**config.mk**
```make
export PLATFORM = sky130hd
export DESIGN_NAME = div_tick_pwm
export DESIGN_NICKNAME = d
export VERILOG_FILES = /design/src/rtl/div_tick_pwm_pkg.sv /design/src/rtl/edge_sync.sv /design/src/rtl/div_tick_pwm.sv
export SDC_FILE = /design/constraint.sdc
export NUM_CORES = 1
export LEC_CHECK = 0
export ABC_AREA = 1
export BUFFER_PORTS_ARGS = -buffer_cell sky130_fd_sc_hd__buf_2
export CAP_MARGIN = 20
export CORE_MARGIN = 2
export CORE_UTILIZATION = 25
export DETAILED_ROUTE_END_ITERATION = 8
export GPL_TIMING_DRIVEN = 0
export RECOVER_POWER = 25
export SLEW_MARGIN = 20
export SYNTH_ARGS = -nofsm -noshare
export SYNTH_HDL_FRONTEND = slang
export SYNTH_HIERARCHICAL = 1
export SYNTH_SLANG_ARGS = --single-unit
```
**constraint.sdc**
```tcl
create_clock -name clk -period 2.2 [get_ports clk]
set_input_delay 0.22 -clock clk [delete_from_list [all_inputs] [get_ports clk]]
set_output_delay 0.22 -clock clk [all_outputs]
set_load 0.02 [all_outputs]
```
**src/rtl/div_tick_pwm_pkg.sv**
```systemverilog
// Shared types and limits for the div_clk-driven PWM block.
package div_tick_pwm_pkg;

  localparam int CNT_W_DEF       = 8;
  localparam int SYNC_STAGES_MIN = 2;

  typedef enum logic [1:0] {
    IDLE     = 2'd0,
    RUN      = 2'd1,
    RUN_PEND = 2'd2
  } state_e;

endpackage

```
**src/rtl/edge_sync.sv**
```systemverilog
// Synchronizes an asynchronous level into clk and emits a registered one-clk pulse per rising edge.
// Pulse appears SYNC_STAGES+1 edges after the input rises.
module edge_sync
  import div_tick_pwm_pkg::*;
#(
  parameter int SYNC_STAGES = SYNC_STAGES_MIN
) (
  input  logic clk,
  input  logic rst,
  input  logic din,
  output logic rise
);

  localparam int NS = (SYNC_STAGES < SYNC_STAGES_MIN) ? SYNC_STAGES_MIN : SYNC_STAGES;

  logic [NS-1:0] sync_q, sync_d;
  logic [NS-1:0] vld_q, vld_d;
  logic          prev_q, prev_d;
  logic          armed_q, armed_d;
  logic          rise_q, rise_d;

  // The detector only arms after a genuine (non-reset) low sample reaches the last
  // stage, so a level already high at reset release never produces a pulse.
  always_comb begin
    sync_d  = {sync_q[NS-2:0], din};
    vld_d   = {vld_q[NS-2:0], 1'b1};
    prev_d  = sync_q[NS-1];
    armed_d = armed_q | (vld_q[NS-1] & ~sync_q[NS-1]);
    rise_d  = armed_q & sync_q[NS-1] & ~prev_q;
  end

  always_ff @(posedge clk) begin
    if (rst) begin
      sync_q  <= '0;
      vld_q   <= '0;
      prev_q  <= 1'b0;
      armed_q <= 1'b0;
      rise_q  <= 1'b0;
    end else begin
      sync_q  <= sync_d;
      vld_q   <= vld_d;
      prev_q  <= prev_d;
      armed_q <= armed_d;
      rise_q  <= rise_d;
    end
  end

  assign rise = rise_q;

endmodule

```
**src/rtl/div_tick_pwm.sv**
```systemverilog
// Tick-driven PWM generator with shadowed period/duty and wrap-aligned reconfiguration.
// tick is SYNC_STAGES+1 clk after div_clk rises; pwm_out follows cnt by one clk.
module div_tick_pwm
  import div_tick_pwm_pkg::*;
#(
  parameter int CNT_W       = CNT_W_DEF,
  parameter int SYNC_STAGES = SYNC_STAGES_MIN
) (
  input  logic             clk,
  input  logic             rst,
  input  logic             div_clk,
  input  logic             en,
  input  logic [CNT_W-1:0] period,
  input  logic [CNT_W-1:0] duty,
  input  logic             cfg_valid,
  output logic             cfg_ready,
  output logic             tick,
  output logic             pwm_out,
  output logic             period_done
);

  state_e           state_q, state_d;
  logic [CNT_W-1:0] cnt_q, cnt_d;
  logic [CNT_W-1:0] act_period_q, act_period_d;
  logic [CNT_W-1:0] act_duty_q, act_duty_d;
  logic [CNT_W-1:0] sh_period_q, sh_period_d;
  logic [CNT_W-1:0] sh_duty_q, sh_duty_d;
  logic             load_q, load_d;
  logic             pwm_q, pwm_d;
  logic             pd_q, pd_d;
  logic             tick_w;
  logic             cfg_hs;
  logic             slot_end;

  edge_sync #(.SYNC_STAGES(SYNC_STAGES)) u_edge_sync (
    .clk  (clk),
    .rst  (rst),
    .din  (div_clk),
    .rise (tick_w)
  );

  assign cfg_ready = (state_q != RUN_PEND);
  assign cfg_hs    = cfg_valid & cfg_ready;

  always_comb begin
    state_d      = state_q;
    cnt_d        = cnt_q;
    act_period_d = act_period_q;
    act_duty_d   = act_duty_q;
    sh_period_d  = sh_period_q;
    sh_duty_d    = sh_duty_q;
    load_d       = 1'b0;
    pd_d         = 1'b0;
    slot_end     = 1'b0;

    if (cfg_hs) begin
      sh_period_d = period;
      sh_duty_d   = duty;
    end
    if (load_q) begin
      act_period_d = sh_period_q;
      act_duty_d   = sh_duty_q;
    end

    if (!en) begin
      state_d = IDLE;
      cnt_d   = '0;
      load_d  = cfg_hs || (state_q == RUN_PEND);
    end else begin
      case (state_q)
        IDLE: begin
          state_d = RUN;
          load_d  = cfg_hs;
        end
        RUN, RUN_PEND: begin
          // Ticks are held off for the one cycle a deferred load is landing, so
          // cnt is never advanced against a period that is about to change.
          if (tick_w && !load_q) begin
            if (act_period_q == '0) begin
              slot_end = 1'b1;
            end else if (cnt_q == act_period_q - CNT_W'(1)) begin
              cnt_d    = '0;
              pd_d     = 1'b1;
              slot_end = 1'b1;
            end else begin
              cnt_d = cnt_q + CNT_W'(1);
            end
          end
          if (state_q == RUN && cfg_hs) begin
            state_d = RUN_PEND;
          end else if (state_q == RUN_PEND && slot_end) begin
            state_d      = RUN;
            act_period_d = sh_period_q;
            act_duty_d   = sh_duty_q;
          end
        end
        default: state_d = IDLE;
      endcase
    end

    pwm_d = en && (state_q != IDLE) && (act_period_q != '0) && (cnt_q < act_duty_q);
  end

  always_ff @(posedge clk) begin
    if (rst) begin
      state_q      <= IDLE;
      cnt_q        <= '0;
      act_period_q <= '0;
      act_duty_q   <= '0;
      sh_period_q  <= '0;
      sh_duty_q    <= '0;
      load_q       <= 1'b0;
      pwm_q        <= 1'b0;
      pd_q         <= 1'b0;
    end else begin
      state_q      <= state_d;
      cnt_q        <= cnt_d;
      act_period_q <= act_period_d;
      act_duty_q   <= act_duty_d;
      sh_period_q  <= sh_period_d;
      sh_duty_q    <= sh_duty_d;
      load_q       <= load_d;
      pwm_q        <= pwm_d;
      pd_q         <= pd_d;
    end
  end

  assign tick        = tick_w;
  assign pwm_out     = pwm_q;
  assign period_done = pd_q;

endmodule
```
==> impl_metrics.json, run 1 <==
{
  "status": "finished clean",
  "path_common_cell": "nand2_1",
  "clock_latency_ns": 0.29,
  "slowest_stage": "dfxtp_2",
  "post-cts-setup-buffers": 0,
  "dieWidth_um": 112,
  "async_flop_share_pct": 0,
  "clock_tree.htree_level_count": 2,
  "antenna_found_initial": 0,
  "worst_setup_path_start_kind": "flop",
  "routed_wl_mm": 6.82,
  "wire_per_inst_um": 11.2,
  "rr_startpoint": "act_period_q[0]",
  "leakagePower_uw": 0.00155,
  "clkTransAtPathRegs_ns": 0.07,
  "drtPass1Iterations": 4,
  "gp_congestion": 0.823,
  "cts.sinks": 52,
  "syn-num-nets": 470,
  "timing.fmax_mhz": 494,
  "syn_inst": 435,
  "critPathMaxStageDelay_ns": 0.37,
  "row_count": 39,
  "fin_nets": 501,
  "tns_ns": 0,
  "p_per_area_nw_per_um2": 665,
  "slew_viol_final": 0,
  "grt_setup_unrepaired": "no",
  "clock_path_buffers": 2,
  "drive_gt1_share_pct": 12.8,
  "grt_max_degree": 18,
  "synth-edff-count": 0,
  "finalSetupViolCount": 0,
  "io_pins": 25,
  "min_from": "div_clk",
  "cp_max_fo": 10,
  "finalCoreUtilization_pct": 29.6,
  "relSlewSlack_pct": 51.1,
  "post-route-period-util_pct": 92.0,
  "yosysWarnings": 6,
  "ctsHoldBuffers": 0,
  "grt_pass1_wl_mm": 12.1,
  "first_global_vias": 2614,
  "grt_usage_pct": 11.6,
  "critPathKind": "reg -> reg",
  "cp-end-kind": "flop",
  "cp_num_buf_inv": 3,
  "cts_tree": "done",
  "synthToLayoutAreaGrowth_pct": 16.0,
  "seq_area_frac_synth_pct": 35.9,
  "start_util_pct": 25.5,
  "root_buffer": "clkbuf_16",
  "avgSynthCellArea_um2": 6.66,
  "grt_overflow_total": 0,
  "synth-seq-cells": 52,
  "fin_crit_ns": 2.02,
  "arrival_ns": 2.24,
  "synthDistinctLibCells": 32,
  "synth_top_cell_area_share_pct": 35.9,
  "final.setup_skew_ns": 0.00386,
  "vias_per_cell": 4.46,
  "hpwl_mm": 5.28,
  "core_um2": 11400,
  "crit_required_ns": 2.42,
  "hold_viol_final": 0,
  "synth_largest_area_cell": "dfxtp_1",
  "crit_chain": "inv_1 -> ha_1 -> inv_1 -> nand2_1 -> nand2_1 -> nor2_2 -> nand3_2 -> nor2_4 -> nand3_4 -> nand2_8 -> nand2_4 -> buf_6 -> nand2_1 -> nand2_1 -> a21oi_2",
  "min_path_type": "in -> reg",
  "via_count": 2718,
  "synth_area_leaders": "dfxtp_1 36%, nand2_1 16%, inv_1 8.2%",
  "die_area_um2": 12500,
  "ant_nets": 0,
  "die_y_um": 112,
  "fin_area_um2": 3360,
  "drc": 0,
  "syn_area_um2": 2900,
  "vdd_drop_max_mv": 0.374,
  "cp_top_family": "simple AND/OR/NAND/NOR gates",
  "drt_iter0_markers": 179,
  "max_cap_viol_count": 0,
  "tightestPinTransition_ns": 0.733,
  "dpl-instance-area_um2": 3200,
  "place.port_buffers": 24,
  "ys.flop_type": "dfxtp_1",
  "diodes": 0,
  "crit_start": "act_period_q[0]",
  "numCtsBuffers": 5
}
sequential cells by signal (all words and copies together), names as in the netlist, 2 cells and up:
signal,flops
u_edge_sync/vld_q,2
cnt_q,8
act_duty_q,8
sh_duty_q,8
state_q,2
sh_period_q,8
u_edge_sync/sync_q,2
act_period_q,8
layout by cell type, fill, tap and decap left out, types with 2 or more instances in the layout:
cell       count
nor2_2         6
nor2_4         2
dfxtp_2        2
a21oi_2        7
dfxtp_1       50
inv_1         63
nor3_1         6
o21ai_0       33
ha_1          14
clkinv_1       2
nor2_1        38
nand2_1      122
inv_2          4
nand4_1        3
buf_2         19
clkbuf_16      5
buf_6          2
clkbuf_1      15
nand3_2        3
a211oi_1       2
xor2_1         3
nand3_1       23
a21oi_1       26
report_power, final:
group	leakage (µW)	internal (µW)	switching, µW
clock	0.0000702	425	366
combinational	0.00106	149	263
sequential	0.000428	995	36.6
total	0.00155	1570	666
cells in the mapped netlist (4+ instances only):
library cell and n:
inv_2 4, ha_1 14, inv_1 63, a21oi_1 26, nor3_1 5, o21ai_0 33, nor2_2 5, nand3_1 23
nand2_1 123, clkbuf_1 11, dfxtp_1 52, a21oi_2 7, nor2_1 40
worst reg2reg max path: stages (launching register included):
cell     delay [ns]
dfxtp_2        0.37
inv_1          0.08
ha_1           0.31
inv_1          0.04
nand2_1        0.05
nand2_1        0.07
nor2_2         0.12
nand3_2        0.08
nor2_4         0.13
nand3_4        0.13
nand2_8        0.12
nand2_4        0.06
buf_6          0.16
nand2_1        0.07
nand2_1        0.06
a21oi_2        0.11
area by class of cell:
type | instances | area, µm²
fill | 1237 | 8010
timing repair buffer | 24 | 114
clock inverter | 3 | 21.3
buffer | 13 | 65.1
inverter | 69 | 259
sequential | 52 | 1040
multi-input combinational | 301 | 1550
tap | 143 | 179
clock buffer | 5 | 125
per-stage QoR:
step / hold WS (ns) / setup WS [ns] / power, µW / cells
floorplan: 0.277 / 0.383 / 1350 / 435
global placement: 0.390 / 0.0763 / 1430 / 602
detailed placement: 0.397 / 0.0412 / 1450 / 602
CTS: 0.146 / 0.0431 / 2240 / 610
global route: 0.142 / 0.0122 / 2370 / 610
finish: 0.144 / 0.177 / 2230 / 610
cells by family after synthesis:
family	after synthesis	synth area share (%)
xor+xnor	3	0.907
fa+ha+maj	14	6.04
flops	52	35.9
compound gates	74	14.5
simple gates	210	31.6
buf+inv	82	11.0
metal layers:
metal / vias to the layer above / global-route usage [%] / wire (µm)
met3: 8 / 2.01 / 278
met5: - / 0 / 0
met2: 64 / 19.3 / 3170
li1: 1427 / - / -
met4: 0 / 4.20 / 141
met1: 1219 / 15.1 / 3230
final timing paths:
path / cells past startpoint / slack, ns / to
setup / recovery: 15 / 0.18 / act_period_q[1]
hold / removal: 3 / 0.14 / u_edge_sync/sync_q[0]
setup reg to reg: 15 / 0.18 / act_period_q[1]
hold reg to reg: 1 / 0.39 / u_edge_sync/rise
repair_timing:
action | CTS | global route
hold endpoints to repair | 0 | 0
setup endpoints to repair | 0 | 40
resized for setup | 0 | 10
Note: power is estimated with default switching activity, not from simulation.
==> run 2, diff against run 1 <==
ABC_AREA = not set   (was 1)
==> run 2 against run 1 <==
  * The flow now finishes with violations (setup timing)
  * Flip-flop and latch count did not move
  * First-iteration DRC count fell by 39%
  * Sequential share of layout area rose by 0.63 points
  * Clock power rose by 6.4%
  * Utilization rose by 2.6 points
  * Non-clock buffer count rose by 11
  * Cell count fell by 22%
  * Synthesized cell count fell by 31%
  * Critical path type unchanged
  * Critical endpoint is now act_period_q[2]
  * Largest cell class unchanged
  * Largest power group unchanged
  * Highest routed layer unchanged
==> impl_metrics.json, run 2 <==
{
  "use_met1_pct": 13.4,
  "busiest_layer": "met2",
  "critPathKind": "reg -> reg",
  "syn_area_um2": 2650,
  "row_count": 37,
  "post-synth-top-count-cell": "dfxtp_1",
  "io_pins": 25,
  "first_global_vias": 2066,
  "tightestPinTransition_ns": 0.478,
  "syn_inst": 298,
  "drtPass1Iterations": 4,
  "synth-edff-count": 0,
  "synth_top_cell_area_share_pct": 39.3,
  "clkTransAtPathRegs_ns": 0.09,
  "antenna_found_initial": 0,
  "synthDistinctLibCells": 45,
  "final.setup_skew_ns": 0.00976,
  "worst_setup_path_start_kind": "flop",
  "hold_viol_final": 0,
  "dp_cells": 458,
  "place.port_buffers": 24,
  "pre_cts_ws_ns": -0.288,
  "grt_overflow_total": 0,
  "grt_use_met2_pct": 18.1,
  "max_cap_viol_count": 0,
  "arrival_ns": 2.42,
  "wire_per_inst_um": 12.3,
  "grt_usage_pct": 10.5,
  "drt_iter0_markers": 110,
  "numCtsBuffers": 5,
  "root_buffer": "clkbuf_8",
  "slew_viol_final": 0,
  "core_um2": 10300,
  "p_per_area_nw_per_um2": 619,
  "ant_nets": 0,
  "clock_latency_ns": 0.31,
  "yosysWarnings": 6,
  "finalSetupViolCount": 5,
  "fin_crit_ns": 2.22,
  "min_path_type": "in -> reg",
  "grt_use_met3_pct": 1.82,
  "timing.fmax_mhz": 450,
  "grt_pass1_wl_mm": 9.63,
  "cp_max_fo": 7,
  "dieWidth_um": 107,
  "fin_nets": 376,
  "tns_ns": -0.0887,
  "grt_setup_unrepaired": "yes",
  "setup_ws_ns": -0.0230,
  "leakagePower_uw": 0.00136,
  "drive_gt1_share_pct": 20.5,
  "async_flop_share_pct": 0,
  "crit_required_ns": 2.40,
  "cts.sinks": 52,
  "synth_largest_area_cell": "dfxtp_1",
  "post-route-period-util_pct": 101,
  "avgSynthCellArea_um2": 8.90,
  "yosys-top-cells-count": "52 x dfxtp_1, 45 x nand2_1, 26 x a21oi_1, 26 x nand2b_1, 16 x mux2i_1",
  "syn-num-nets": 333,
  "grt_max_degree": 17,
  "die_area_um2": 11400,
  "via_count": 2118,
  "layout.cells.non_filler": 478,
  "violations": "setup timing",
  "die_y_um": 107,
  "diodes": 0,
  "seq_area_frac_synth_pct": 39.3,
  "routed_wl_mm": 5.88,
  "ys.flop_type": "dfxtp_1",
  "synth_area_leaders": "dfxtp_1 39%, ha_1 6.6%, nand2_1 6.4%",
  "vias_per_cell": 4.43,
  "start_util_pct": 25.7,
  "fin_area_um2": 3320,
  "clock_path_buffers": 2,
  "clock_tree.htree_level_count": 2,
  "ctsHoldBuffers": 0,
  "gp_congestion": 0.793,
  "cp-end-kind": "flop",
  "dpl-instance-area_um2": 2960,
  "synthToLayoutAreaGrowth_pct": 25.3,
  "cts_tree": "done",
  "relSlewSlack_pct": 68.1,
  "drc": 0,
  "hpwl_mm": 3.99,
  "final_cell_mix": "47 x dfxtp_1, 45 x nand2_1, 25 x nand2b_1",
  "vdd_drop_max_mv": 0.364,
  "final_common_cell": "dfxtp_1",
  "synth-seq-cells": 52,
  "status": "finished, violations left",
  "totalPowerFinal_uw": 2060
}
run 2: cell types whose count changed after synthesis, moves of 5 or more:
cell / before / now
nand2_1: 123 / 45
inv_1: 63 / 15
nor2_1: 40 / 4
o21ai_0: 33 / 1
nand2b_1: 0 / 26
nand3_1: 23 / 1
mux2i_1: 0 / 16
or2b_1: 0 / 12
xnor2_1: 0 / 10
a21oi_2: 7 / 0
a21o_1: 1 / 6
run 2: final timing paths:
| kind | startpoint | to | slack, ns | cells after the start |
|---|---|---|---|---|
| min reg2reg | u_edge_sync/prev_q | u_edge_sync/rise | 0.40 | 1 |
| max | cnt_q[6] | act_period_q[2] | -0.02 | 10 |
| min | div_clk | u_edge_sync/sync_q[0] | 0.13 | 2 |
| max reg2reg | cnt_q[6] | act_period_q[2] | -0.02 | 10 |
run 2: area by class of cell:
cell class | instances | area [µm²]
plain buffers | 11 | 57.6
flip-flops and latches | 52 | 1050
multi-input cells | 219 | 1580
repair buffers | 37 | 250
fillers | 1062 | 7000
clock inverters | 2 | 60.1
inverters | 15 | 58.8
clock buffers | 6 | 93.8
well taps | 136 | 170
run 2: kinds of logic (layout without fill, tap and decap cells):
kind of cell / after synthesis / count (layout) / synth area share [%]
flip-flops: 52 / 52 / 39.3
buffers and inverters: 27 / 71 / 4.44
multiplexers: 16 / 16 / 6.04
AND/OR/NAND/NOR: 130 / 130 / 28.6
AO/OA/AOI/OAI: 45 / 45 / 10.4
adder cells (fa/ha/maj): 14 / 14 / 6.61
XOR/XNOR: 14 / 14 / 4.62
run 2: repair_timing:
| action | CTS | global route |
|---|---|---|
| gates resized for setup | 17 | 7 |
| pin swaps | 10 | 5 |
| setup buffers | 9 | 3 |
| setup endpoints to repair | 22 | 12 |
| gates cloned | 1 | 0 |
run 2: report_power, final:
part / switching, µW / internal, µW / total (µW)
clock: 319 / 523 / 842
sequential: 19.1 / 970 / 989
combinational: 111 / 116 / 227
total: 449 / 1610 / 2060
run 2: layer usage:
layer | share of wire, % | vias up
met3 | 2.9 | 9
met4 | 1.4 | 0
li1 | - | 1084
met1 | 46 | 988
met2 | 50 | 37
met5 | 0 | -
run 2: stage by stage:
| stage | utilization (%) | hold slack, ns |
|---|---|---|
| 6_report | 32.2 | 0.131 |
| 5_1_grt | 32.2 | 0.129 |
| 4_1_cts | 31.9 | 0.125 |
| 3_5_place_dp | 28.7 | 0.402 |
| 3_3_place_gp | 28.7 | 0.395 |
| 2_1_floorplan | - | 0.277 |
run 2: worst max-delay path, stage by stage (launching register included):
cell and delay, ns:
dfxtp_1 0.36, clkbuf_1 0.32, nor2b_1 0.25, a21oi_2 0.10
o31ai_4 0.22, nor2_4 0.10, nor3_4 0.20, nor3_4 0.06
buf_12 0.14, bufbuf_16 0.27, mux2i_1 0.11
==> run 3, diff against run 2 <==
CORE_MARGIN = not set   (was 2)
==> run 3 against run 2 <==
  * The run now ends clean
  * Flip-flop and latch count unchanged
  * Critical path depth rose by 2
  * Wire length shrank 4.7%
  * Sequential share of layout area decreased by 0.18 points
  * Design area grew 0.45%
  * Total power decreased by 12%
  * Worst setup slack improved by 0.041 ns
  * Utilization grew 0.15 points
  * Clock power is 29% lower
  * Register-to-register slack better by 0.04 ns
  * First-iteration DRC count decreased by 7.3%
  * Die area shrank 3.7%
  * Critical path type unchanged
==> impl_metrics.json, run 3 (synthesized netlist as in run 2, its figures left out) <==
{
  "die_y_um": 105,
  "vias_per_cell": 4.36,
  "start_util_pct": 25.7,
  "route.met2.wl_mm": 2.71,
  "grt_setup_unrepaired": "yes",
  "multiInputGateArea_um2": 1600,
  "leakagePower_uw": 0.00137,
  "dr.max_layer_used": "met4",
  "min_path_type": "in -> reg",
  "place.port_buffers": 24,
  "drc": 0,
  "cp_max_fo": 5,
  "routed_wl_mm": 5.60,
  "critPathKind": "reg -> reg",
  "tns_ns": 0,
  "status": "finished clean",
  "r2r-end": "act_duty_q[2]",
  "nFillCells": 1067,
  "grt_pass1_wl_mm": 9.36,
  "crit_required_ns": 2.40,
  "hold_depth": 2,
  "seq_area_um2": 1050,
  "antenna_found_initial": 0,
  "numCtsBuffers": 5,
  "via_count": 2108,
  "fin_nets": 381,
  "timing.fmax_mhz": 458,
  "gp_congestion": 0.783,
  "cp-end-kind": "flop",
  "grt_usage_pct": 10.7,
  "fin_crit_ns": 2.18,
  "min_to": "u_edge_sync/sync_q[0]",
  "cts.sinks": 52,
  "drt_iter0_markers": 102,
  "wl_met3_um": 133,
  "first_global_vias": 2002,
  "relSlewSlack_pct": 69.9,
  "rr_worst_depth": 12,
  "drive_gt1_share_pct": 21.6,
  "core_um2": 10300,
  "grt_max_degree": 17,
  "slew_viol_final": 0,
  "totalPowerFinal_uw": 1820,
  "synthToLayoutAreaGrowth_pct": 25.9,
  "cts_tree": "done",
  "tightestPinTransition_ns": 0.451,
  "clkTransAtPathRegs_ns": 0.09,
  "grt_overflow_total": 0,
  "die_area_um2": 11000,
  "hpwl_mm": 3.94,
  "clock_path_buffers": 2,
  "ant_nets": 0,
  "vdd_drop_max_mv": 0.338,
  "worst_setup_path_start_kind": "flop",
  "min_from": "div_clk",
  "wire_per_inst_um": 11.6,
  "wl_met1_mm": 2.61,
  "drtPass1Iterations": 4,
  "max_cap_viol_count": 0,
  "finalSetupViolCount": 0,
  "dieWidth_um": 105,
  "p_per_area_nw_per_um2": 544,
  "final_common_cell": "dfxtp_1",
  "row_count": 37,
  "rr_startpoint": "act_period_q[0]",
  "final_cell_mix": "48 x dfxtp_1, 45 x nand2_1, 25 x nand2b_1",
  "clock_latency_ns": 0.30,
  "post-route-period-util_pct": 99.2,
  "rrSetupSlack_ns": 0.02,
  "diodes": 0,
  "root_buffer": "clkbuf_8",
  "clock_tree.htree_level_count": 2,
  "hold_viol_final": 0,
  "io_pins": 25,
  "arrival_ns": 2.38,
  "final.setup_skew_ns": 0.00648
}
==> run 3: final cells by class <==
class,instances,share of cell area [%]
timing repair buffer,42,8.81
tap,136,5.10
inverter,15,1.84
clock buffer,6,2.81
sequential,52,31.5
multi-input combinational,219,47.8
buffer,11,1.76
clock inverter,2,0.375
==> run 3: how the worst max path moves through the flow <==
stage | startpoint | slack (ns) | depth (start not counted) | end
2_1_floorplan | act_period_q[0] | 0.01 | 11 | act_period_q[1]
3_3_place_gp | act_period_q[1] | -0.28 | 11 | act_period_q[3]
3_5_place_dp | act_period_q[1] | -0.31 | 11 | act_period_q[4]
4_1_cts | act_period_q[1] | -0.02 | 10 | cnt_q[2]
5_1_grt | act_period_q[0] | -0.06 | 13 | act_period_q[0]
6_report | act_period_q[0] | 0.02 | 12 | act_duty_q[2]
==> run 3: stage by stage <==
| step | instances | area (µm²) | setup slack [ns] | util, % | hold slack, ns |
|---|---|---|---|---|---|
| after floorplan | 298 | 2670 | 0.0148 | - | 0.277 |
| after global placement | 458 | 2960 | -0.283 | 28.7 | 0.395 |
| after detailed placement | 458 | 2960 | -0.313 | 28.7 | 0.399 |
| after CTS | 482 | 3290 | -0.0202 | 31.9 | 0.113 |
| after global routing | 483 | 3340 | -0.0616 | 32.3 | 0.104 |
| final | 483 | 3340 | 0.0185 | 32.3 | 0.131 |
==> run 3: worst max-delay path: stages, from the launching register on <==
cell      delay, ns
dfxtp_4        0.38
inv_4          0.05
ha_4           0.17
buf_6          0.12
o21bai_1       0.16
a211o_1        0.32
a21oi_2        0.18
nor2_4         0.08
nor3_4         0.16
nor3_4         0.05
buf_6          0.14
buf_4          0.15
mux2i_1        0.11
==> run 3: metal layers <==
layer  vias to the layer above  track usage [%]
met1                       970             12.9
met5                         -                0
met4                         0             4.63
met3                        14             2.31
li1                       1100                -
met2                        24             18.3
==> run 3: timing repair <==
| action | in CTS | in global routing |
|---|---|---|
| gates cloned | 1 | 0 |
| gates resized for setup | 22 | 11 |
| setup endpoints to repair | 22 | 24 |
| setup buffers | 16 | 1 |
| hold buffers | 0 | 0 |
| pin swaps | 12 | 11 |
==> run 3: power by group <==
part | internal, µW | leakage, µW | switching [µW] | total, µW
Clock | 291 | 0.0000523 | 308 | 599
Combinational | 114 | 0.000886 | 113 | 227
Sequential | 970 | 0.000427 | 19.4 | 990
